==> src/rtl/lcd_pkg.sv <==
// Shared constants for the LCD host: command codes, FSM encoding, frame/result sizes.
package lcd_pkg;
   localparam int FRAME_BYTES = 64;
   localparam int OUT_PIXELS  = 16;

   localparam logic [2:0] CMD_REFLASH  = 3'd0;
   localparam logic [2:0] CMD_LOAD     = 3'd1;
   localparam logic [2:0] CMD_ZOOM_IN  = 3'd2;
   localparam logic [2:0] CMD_ZOOM_OUT = 3'd3;
   localparam logic [2:0] CMD_RIGHT    = 3'd4;
   localparam logic [2:0] CMD_LEFT     = 3'd5;
   localparam logic [2:0] CMD_UP       = 3'd6;
   localparam logic [2:0] CMD_DOWN     = 3'd7;

   typedef enum logic [2:0] {
      ST_IDLE,
      ST_ISSUE,
      ST_LOAD,
      ST_WAIT,
      ST_DRAIN
   } state_t;
endpackage

==> src/rtl/lcd_host_if.sv <==
// Command request and pixel result handshakes between a client and lcd_host.
interface lcd_host_if;
   logic       req_valid;
   logic       req_ready;
   logic [2:0] req_cmd;
   logic       res_valid;
   logic       res_ready;
   logic [7:0] res_data;
   logic [3:0] res_idx;

   modport master (output req_valid, req_cmd, res_ready,
                   input  req_ready, res_valid, res_data, res_idx);
   modport slave  (input  req_valid, req_cmd, res_ready,
                   output req_ready, res_valid, res_data, res_idx);
endinterface

==> src/rtl/lcd_host_outbuf.sv <==
// 16x8 pixel capture buffer: saturating write index plus a sequential drain read port.
// LCD_HOST_CHECK_EN exposes the post-write capture count for the short-frame check.
module lcd_host_outbuf
   import lcd_pkg::*;
(
   input  logic       clk,
   input  logic       reset,
   input  logic       clr,
   input  logic       wr_en,
   input  logic [7:0] wr_data,
   input  logic       rd_adv,
   output logic [3:0] rd_idx,
   output logic [7:0] rd_data
`ifdef LCD_HOST_CHECK_EN
   ,
   output logic [4:0] cap_next
`endif
);

   logic [OUT_PIXELS-1:0][7:0] mem;
   logic [4:0]                 cap_cnt;
   logic                       wr_ok;

   // Count runs 0..16; anything past the 16th capture is dropped.
   assign wr_ok = wr_en && (cap_cnt != 5'(OUT_PIXELS));

   always_ff @(posedge clk or posedge reset) begin
      if (reset) begin
         cap_cnt <= '0;
         rd_idx  <= '0;
      end else if (clr) begin
         cap_cnt <= '0;
         rd_idx  <= '0;
      end else begin
         if (wr_ok)  cap_cnt <= cap_cnt + 5'd1;
         if (rd_adv) rd_idx  <= rd_idx + 4'd1;
      end
   end

   always_ff @(posedge clk) begin
      if (wr_ok) mem[cap_cnt[3:0]] <= wr_data;
   end

   assign rd_data = mem[rd_idx];

`ifdef LCD_HOST_CHECK_EN
   assign cap_next = wr_ok ? cap_cnt + 5'd1 : cap_cnt;
`endif

endmodule

==> src/rtl/lcd_host.sv <==
// LCD host: accepts commands, streams a 64-byte ROM frame on load, captures 16 pixels, drains them.
// Optional LCD_HOST_CHECK_EN adds short-frame and idle output_valid protocol error pulses.
module lcd_host
   import lcd_pkg::*;
#(
   parameter int TIMEOUT = 255
) (
   input  logic           clk,
   input  logic           reset,
   lcd_host_if.slave      bus,
   output logic           img_rd,
   output logic [5:0]     img_addr,
   input  logic [7:0]     img_data,
   output logic [2:0]     cmd,
   output logic           cmd_valid,
   output logic [7:0]     datain,
   input  logic           busy,
   input  logic           output_valid,
   input  logic [7:0]     dataout,
   output logic           err
);

   localparam int         TW   = $clog2(TIMEOUT + 1);
   localparam logic [5:0] LAST = 6'(FRAME_BYTES - 1);

   state_t          state;
   logic [5:0]      load_cnt;
   logic [TW-1:0]   wait_cnt;
   logic            idle_ready;
   logic            buf_clr;
   logic [3:0]      rd_idx;
   logic [7:0]      rd_data;
`ifdef LCD_HOST_CHECK_EN
   logic [4:0]      cap_next;
`endif

   assign idle_ready    = (state == ST_IDLE) && !busy;
   assign bus.req_ready = idle_ready && !reset;
   assign datain        = (state == ST_LOAD) ? img_data : 8'd0;

   // Buffer is cleared on every entry into WAIT, which also discards a timed-out frame.
   assign buf_clr = ((state == ST_ISSUE) && (cmd != CMD_LOAD)) ||
                    ((state == ST_LOAD)  && (load_cnt == LAST));

   assign bus.res_valid = (state == ST_DRAIN);
   assign bus.res_data  = bus.res_valid ? rd_data : 8'd0;
   assign bus.res_idx   = bus.res_valid ? rd_idx  : 4'd0;

   lcd_host_outbuf u_outbuf (
      .clk     (clk),
      .reset   (reset),
      .clr     (buf_clr),
      .wr_en   ((state == ST_WAIT) && output_valid),
      .wr_data (dataout),
      .rd_adv  ((state == ST_DRAIN) && bus.res_ready),
      .rd_idx  (rd_idx),
      .rd_data (rd_data)
`ifdef LCD_HOST_CHECK_EN
      ,
      .cap_next(cap_next)
`endif
   );

   // cmd holds the latched code only during ISSUE, so it also steers the ISSUE branch.
   always_ff @(posedge clk or posedge reset) begin
      if (reset) begin
         state     <= ST_IDLE;
         cmd       <= '0;
         cmd_valid <= 1'b0;
         img_rd    <= 1'b0;
         img_addr  <= '0;
         err       <= 1'b0;
         load_cnt  <= '0;
         wait_cnt  <= '0;
      end else begin
         cmd       <= '0;
         cmd_valid <= 1'b0;
         img_rd    <= 1'b0;
         img_addr  <= '0;
         err       <= 1'b0;
         case (state)
            ST_IDLE: begin
               if (bus.req_valid && idle_ready) begin
                  state     <= ST_ISSUE;
                  cmd       <= bus.req_cmd;
                  cmd_valid <= 1'b1;
                  img_rd    <= (bus.req_cmd == CMD_LOAD);
               end
`ifdef LCD_HOST_CHECK_EN
               if (output_valid) err <= 1'b1;
`endif
            end
            ST_ISSUE: begin
               if (cmd == CMD_LOAD) begin
                  state    <= ST_LOAD;
                  load_cnt <= '0;
                  img_rd   <= 1'b1;
                  img_addr <= 6'd1;
               end else begin
                  state    <= ST_WAIT;
                  wait_cnt <= '0;
               end
            end
            ST_LOAD: begin
               load_cnt <= load_cnt + 6'd1;
               // Prefetch two ahead: the ROM answers one cycle after img_rd.
               if (load_cnt < LAST - 6'd1) begin
                  img_rd   <= 1'b1;
                  img_addr <= load_cnt + 6'd2;
               end
               if (load_cnt == LAST) begin
                  state    <= ST_WAIT;
                  wait_cnt <= '0;
               end
            end
            ST_WAIT: begin
               if (!busy) begin
                  state <= ST_DRAIN;
`ifdef LCD_HOST_CHECK_EN
                  if (cap_next != 5'(OUT_PIXELS)) err <= 1'b1;
`endif
               end else if (wait_cnt == TW'(TIMEOUT - 1)) begin
                  state <= ST_IDLE;
                  err   <= 1'b1;
               end else begin
                  wait_cnt <= wait_cnt + 1'b1;
               end
            end
            ST_DRAIN: begin
               if (bus.res_ready && (rd_idx == 4'(OUT_PIXELS - 1))) state <= ST_IDLE;
            end
            default: state <= ST_IDLE;
         endcase
      end
   end

endmodule

==> src/flat_wrapper.sv <==
// flat-port wrapper written by rule: the top's interface ports become plain ports
module lcd_host_flat import lcd_pkg::*;
#(
   parameter int TIMEOUT = 255
)
  (clk, reset, img_rd, img_addr, img_data, cmd, cmd_valid, datain, busy, output_valid, dataout, err, bus_req_valid, bus_req_cmd, bus_res_ready, bus_req_ready, bus_res_valid, bus_res_data, bus_res_idx);
  lcd_host_if bus_i ();
  input  logic clk;
  input  logic reset;
  output logic img_rd;
  output logic [5:0] img_addr;
  input  logic [7:0] img_data;
  output logic [2:0] cmd;
  output logic cmd_valid;
  output logic [7:0] datain;
  input  logic busy;
  input  logic output_valid;
  input  logic [7:0] dataout;
  output logic err;
  input wire logic [$bits(bus_i.req_valid)-1:0] bus_req_valid;
  input wire logic [$bits(bus_i.req_cmd)-1:0] bus_req_cmd;
  input wire logic [$bits(bus_i.res_ready)-1:0] bus_res_ready;
  output wire logic [$bits(bus_i.req_ready)-1:0] bus_req_ready;
  output wire logic [$bits(bus_i.res_valid)-1:0] bus_res_valid;
  output wire logic [$bits(bus_i.res_data)-1:0] bus_res_data;
  output wire logic [$bits(bus_i.res_idx)-1:0] bus_res_idx;
  assign bus_i.req_valid = bus_req_valid;
  assign bus_i.req_cmd = bus_req_cmd;
  assign bus_i.res_ready = bus_res_ready;
  assign bus_req_ready = bus_i.req_ready;
  assign bus_res_valid = bus_i.res_valid;
  assign bus_res_data = bus_i.res_data;
  assign bus_res_idx = bus_i.res_idx;
  lcd_host #(.TIMEOUT(TIMEOUT)) u_core (.clk(clk), .reset(reset), .bus(bus_i), .img_rd(img_rd), .img_addr(img_addr), .img_data(img_data), .cmd(cmd), .cmd_valid(cmd_valid), .datain(datain), .busy(busy), .output_valid(output_valid), .dataout(dataout), .err(err));
endmodule
==> config.mk <==
export PLATFORM = sky130hd
export DESIGN_NAME = lcd_host_flat
export DESIGN_NICKNAME = d
export VERILOG_FILES = /design/src/rtl/lcd_pkg.sv /design/src/rtl/lcd_host_if.sv /design/src/rtl/lcd_host_outbuf.sv /design/src/rtl/lcd_host.sv /design/src/flat_wrapper.sv
export SDC_FILE = /design/constraint.sdc
export NUM_CORES = 1
export LEC_CHECK = 0
export CELL_PAD_IN_SITES_DETAIL_PLACEMENT = 1
export CELL_PAD_IN_SITES_GLOBAL_PLACEMENT = 2
export CORE_ASPECT_RATIO = 2
export CORE_MARGIN = 3
export CORE_UTILIZATION = 30
export DETAILED_ROUTE_END_ITERATION = 8
export PLACE_DENSITY_LB_ADDON = 0.2
export RECOVER_POWER = 25
export SLEW_MARGIN = 15
export SYNTH_ARGS = -nofsm -noshare
export SYNTH_HDL_FRONTEND = slang
export SYNTH_SLANG_ARGS = --single-unit
==> constraint.sdc <==
create_clock -name clk -period 2.21 [get_ports clk]
set_input_delay 0.221 -clock clk [delete_from_list [all_inputs] [get_ports clk]]
set_output_delay 0.221 -clock clk [all_outputs]
set_load 0.01 [all_outputs]
==> results.py <==
metrics = {
    "global_route": {
        "grt_max_degree": 39,
        "antenna_found_initial": 0,
        "grt_pass1_wl_mm": 28.9,
        "gr-total-overflow": 0,
        "grt_pass1_vias": 4748,
        "grt_usage_pct": 15.5,
    },
    "yosys": {
        "seq_area_frac_synth_pct": 67.2,
        "synth_edf_count": 128,
        "ys.warnings.count": 0,
        "syn_nets": 466,
        "syn_area_mm2": 0.00714,
        "muxShareOfSynthArea_pct": 12.6,
        "synthCells": 432,
        "ys_types": 53,
        "synth_area_leaders": "edfxtp_1 54%, dfrtp_1 13%, mux4_2 10%, and2_1 2.9%, mux2i_1 2.4%",
        "synth_top_family_by_area": "multiplexers",
        "synth-seq-cells": 166,
        "synth_simple_gate_area_share_pct": 9.94,
        "synth_compound_area_share_pct": 5.57,
        "synth_xor_area_share_pct": 1.10,
        "syn_avg_cell_area_um2": 16.5,
        "synth-main-ff-cell": "edfxtp_1",
        "ys_async_sr_fraction_pct": 22.9,
        "yosys.area.top_type": "edfxtp_1",
        "yosys.area_share.adder_pct": 1.58,
        "yosys.area.top_type_share_pct": 53.8,
    },
    "power": {
        "p_per_area_mw_per_mm2": 1050,
        "peakVddDrop_mv": 0.523,
        "leakage_nw": 3.37,
    },
    "final_layout": {
        "multiInputGateArea_mm2": 0.00222,
        "final_cell_mix": "128 x edfxtp_1, 36 x dfrtp_1, 33 x and2_1",
        "nNetsFinal": 582,
        "fillCellCount": 2351,
        "layout.cells.non_filler": 845,
        "final_cell_area_mm2": 0.00933,
        "seqCellArea_mm2": 0.00480,
        "layout_commonest_cell": "edfxtp_1",
        "syn2layout_area_growth_pct": 30.7,
        "layout-drive-gt1-share_pct": 27.3,
    },
    "placement": {
        "placed_cells": 790,
        "place_hpwl_mm": 13.1,
        "gp_congestion": 0.745,
        "place_area_mm2": 0.00848,
        "post-place-ws_ns": -0.0527,
        "portBuffers": 58,
    },
    "die": {
        "start_util_pct": 30.6,
        "rows": 79,
        "die_area_mm2": 0.0258,
        "die_x_um": 115,
        "fp.dieH_um": 224,
        "coreArea_mm2": 0.0233,
        "ios": 59,
    },
    "worst_setup_path": {
        "endpoint_kind": "output port",
        "cp_max_fo": 5,
        "cp-start-kind": "flip-flop",
        "worstPathRequired_ns": 1.99,
        "reg2reg_depth": 7,
        "worstPathArrival_ns": 2.16,
        "crit_type": "reg2out",
    },
    "routing": {
        "post_drt_wl_per_cell_um": 22.6,
        "drt-vias-per-instance": 5.04,
        "drc": 0,
        "dr.first_iter.drc_count": 155,
        "totalWireLength_mm": 19.1,
        "num_vias": 4255,
        "antenna_left": 0,
        "firstDrtPassIters": 4,
    },
    "sta": {
        "tns_ns": -1.12,
        "layout_setup_ws_ns": -0.170,
        "fmax_mhz": 420,
        "finalCritPeriodShare_pct": 108,
        "setup_violations": 8,
        "skew_ns": 0.0123,
        "slew_headroom_pct": 29.8,
        "rsz0062_at_grt": "yes",
        "min_period_ns": 2.38,
        "worstMarginPinSlew_ns": 1.05,
        "finalHoldViolations": 0,
        "slew_viol_final": 0,
    },
    "clock_tree": {
        "numCtsBuffers": 17,
        "clockBufferDepth": 2,
        "cts-hold-fix-buffers": 0,
        "clkSlewWorstSetupHoldPaths_ns": 0.07,
        "clockRootBuffer": "clkbuf_16",
        "clk_latency_ns": 0.43,
        "clkSinkCount": 166,
        "tritoncts": "built",
        "cts_max_level": 4,
    },
    "run_status": {
        "status": "finished with violations",
        "violations": "negative setup slack",
    },
    "min_path": {
        "hold_path.class": "in2reg",
        "hold_depth": 2,
    },
    "run": {
        "drv_cap": 0,
    },
}
==> report_power, final <==
part | total (W) | internal [W] | switching [W]
Sequential | 0.00376 | 0.00356 | 0.000199
Combinational | 0.00309 | 0.00166 | 0.00143
Clock | 0.00299 | 0.00169 | 0.00130
==> flip-flops by register name, summed over array words and instances, names as in the netlist, 3 cells and up <==
signal and cells:
u_core.cmd 3, u_core.img_addr 6, u_core.load_cnt 6, u_core.state 3, u_core.u_outbuf.cap_cnt 5, u_core.u_outbuf.mem 128, u_core.u_outbuf.rd_idx 4, u_core.wait_cnt 8
==> path summary, 6_finish.rpt <==
| kind | start | to | slack, ns |
|---|---|---|---|
| setup / recovery | u_core.u_outbuf.rd_idx[0] | bus_res_data[1] | -0.17 |
| hold / removal | bus_req_cmd[1] | u_core.cmd[1] | 0.39 |
| setup reg to reg | u_core.state[1] | u_core.wait_cnt[3] | 0.19 |
| hold reg to reg | u_core.wait_cnt[3] | u_core.wait_cnt[3] | 0.53 |
| max in group asynchronous | reset | u_core.u_outbuf.rd_idx[0] | 0.91 |
| min in group asynchronous | reset | u_core.state[0] | 0.59 |
==> cell usage after synthesis, drive strengths merged (10+ instances only) <==
library cell	n
dfrtp	38
a21oi	10
nand2	15
nand3	12
edfxtp	128
mux4	32
and2	33
o21ai	12
buf	12
inv	11
nor2	15
mux2i	17
==> routing by layer <==
layer / wire length (µm) / vias to the layer above / global-route usage [%]
li1: - / 1927 / -
met1: 6630 / 2201 / 15.5
met2: 11500 / 105 / 30.2
met3: 572 / 22 / 3.22
met4: 454 / 0 / 6.25
met5: 0 / - / 0
==> kinds of logic (layout without fill, tap and decap cells) <==
group | after synthesis | after routing
xor+xnor | 9 | 9
fa+ha+maj | 9 | 9
compound gates | 54 | 54
buf+inv | 30 | 159
other cells | 0 | 1
simple gates | 114 | 114
flops | 166 | 166
mux | 50 | 50
==> metrics by stage <==
step	util (%)	hold slack, ns	power (W)
after floorplan	-	0.320	0.00542
after global placement	36.4	0.485	0.00636
after detailed placement	36.4	0.518	0.00641
after CTS	39.6	0.254	0.00981
after global routing	40.0	0.380	0.0103
final	40.0	0.390	0.00984
==> area by class of cell <==
| cell class | count | share of cell area, % |
|---|---|---|
| Antenna cell | 1 | 0.0268 |
| Clock buffer | 17 | 4.56 |
| Clock inverter | 15 | 1.77 |
| Inverter | 11 | 0.442 |
| Multi-Input combinational cell | 236 | 23.8 |
| Sequential cell | 166 | 51.4 |
| Tap cell | 283 | 3.79 |
| Timing Repair Buffer | 116 | 14.2 |
==> worst max-delay path, stage by stage (launching register included) <==
cell and delay (ns):
dfrtp_2 0.41, buf_6 0.12, buf_12 0.11, buf_6 0.11
mux4_2 0.52, mux2i_2 0.19, o22ai_1 0.11, buf_2 0.15
==> repair_timing <==
action / 4_1_cts / 5_1_grt
resized for setup: 56 / 10
gates cloned: 2 / 2
buffers inserted: 14 / 4
setup endpoints to repair: 21 / 9
pin swaps: 2 / 4
hold endpoints to repair: 0 / 0
No activity file was read; power rests on OpenSTA's default activity.
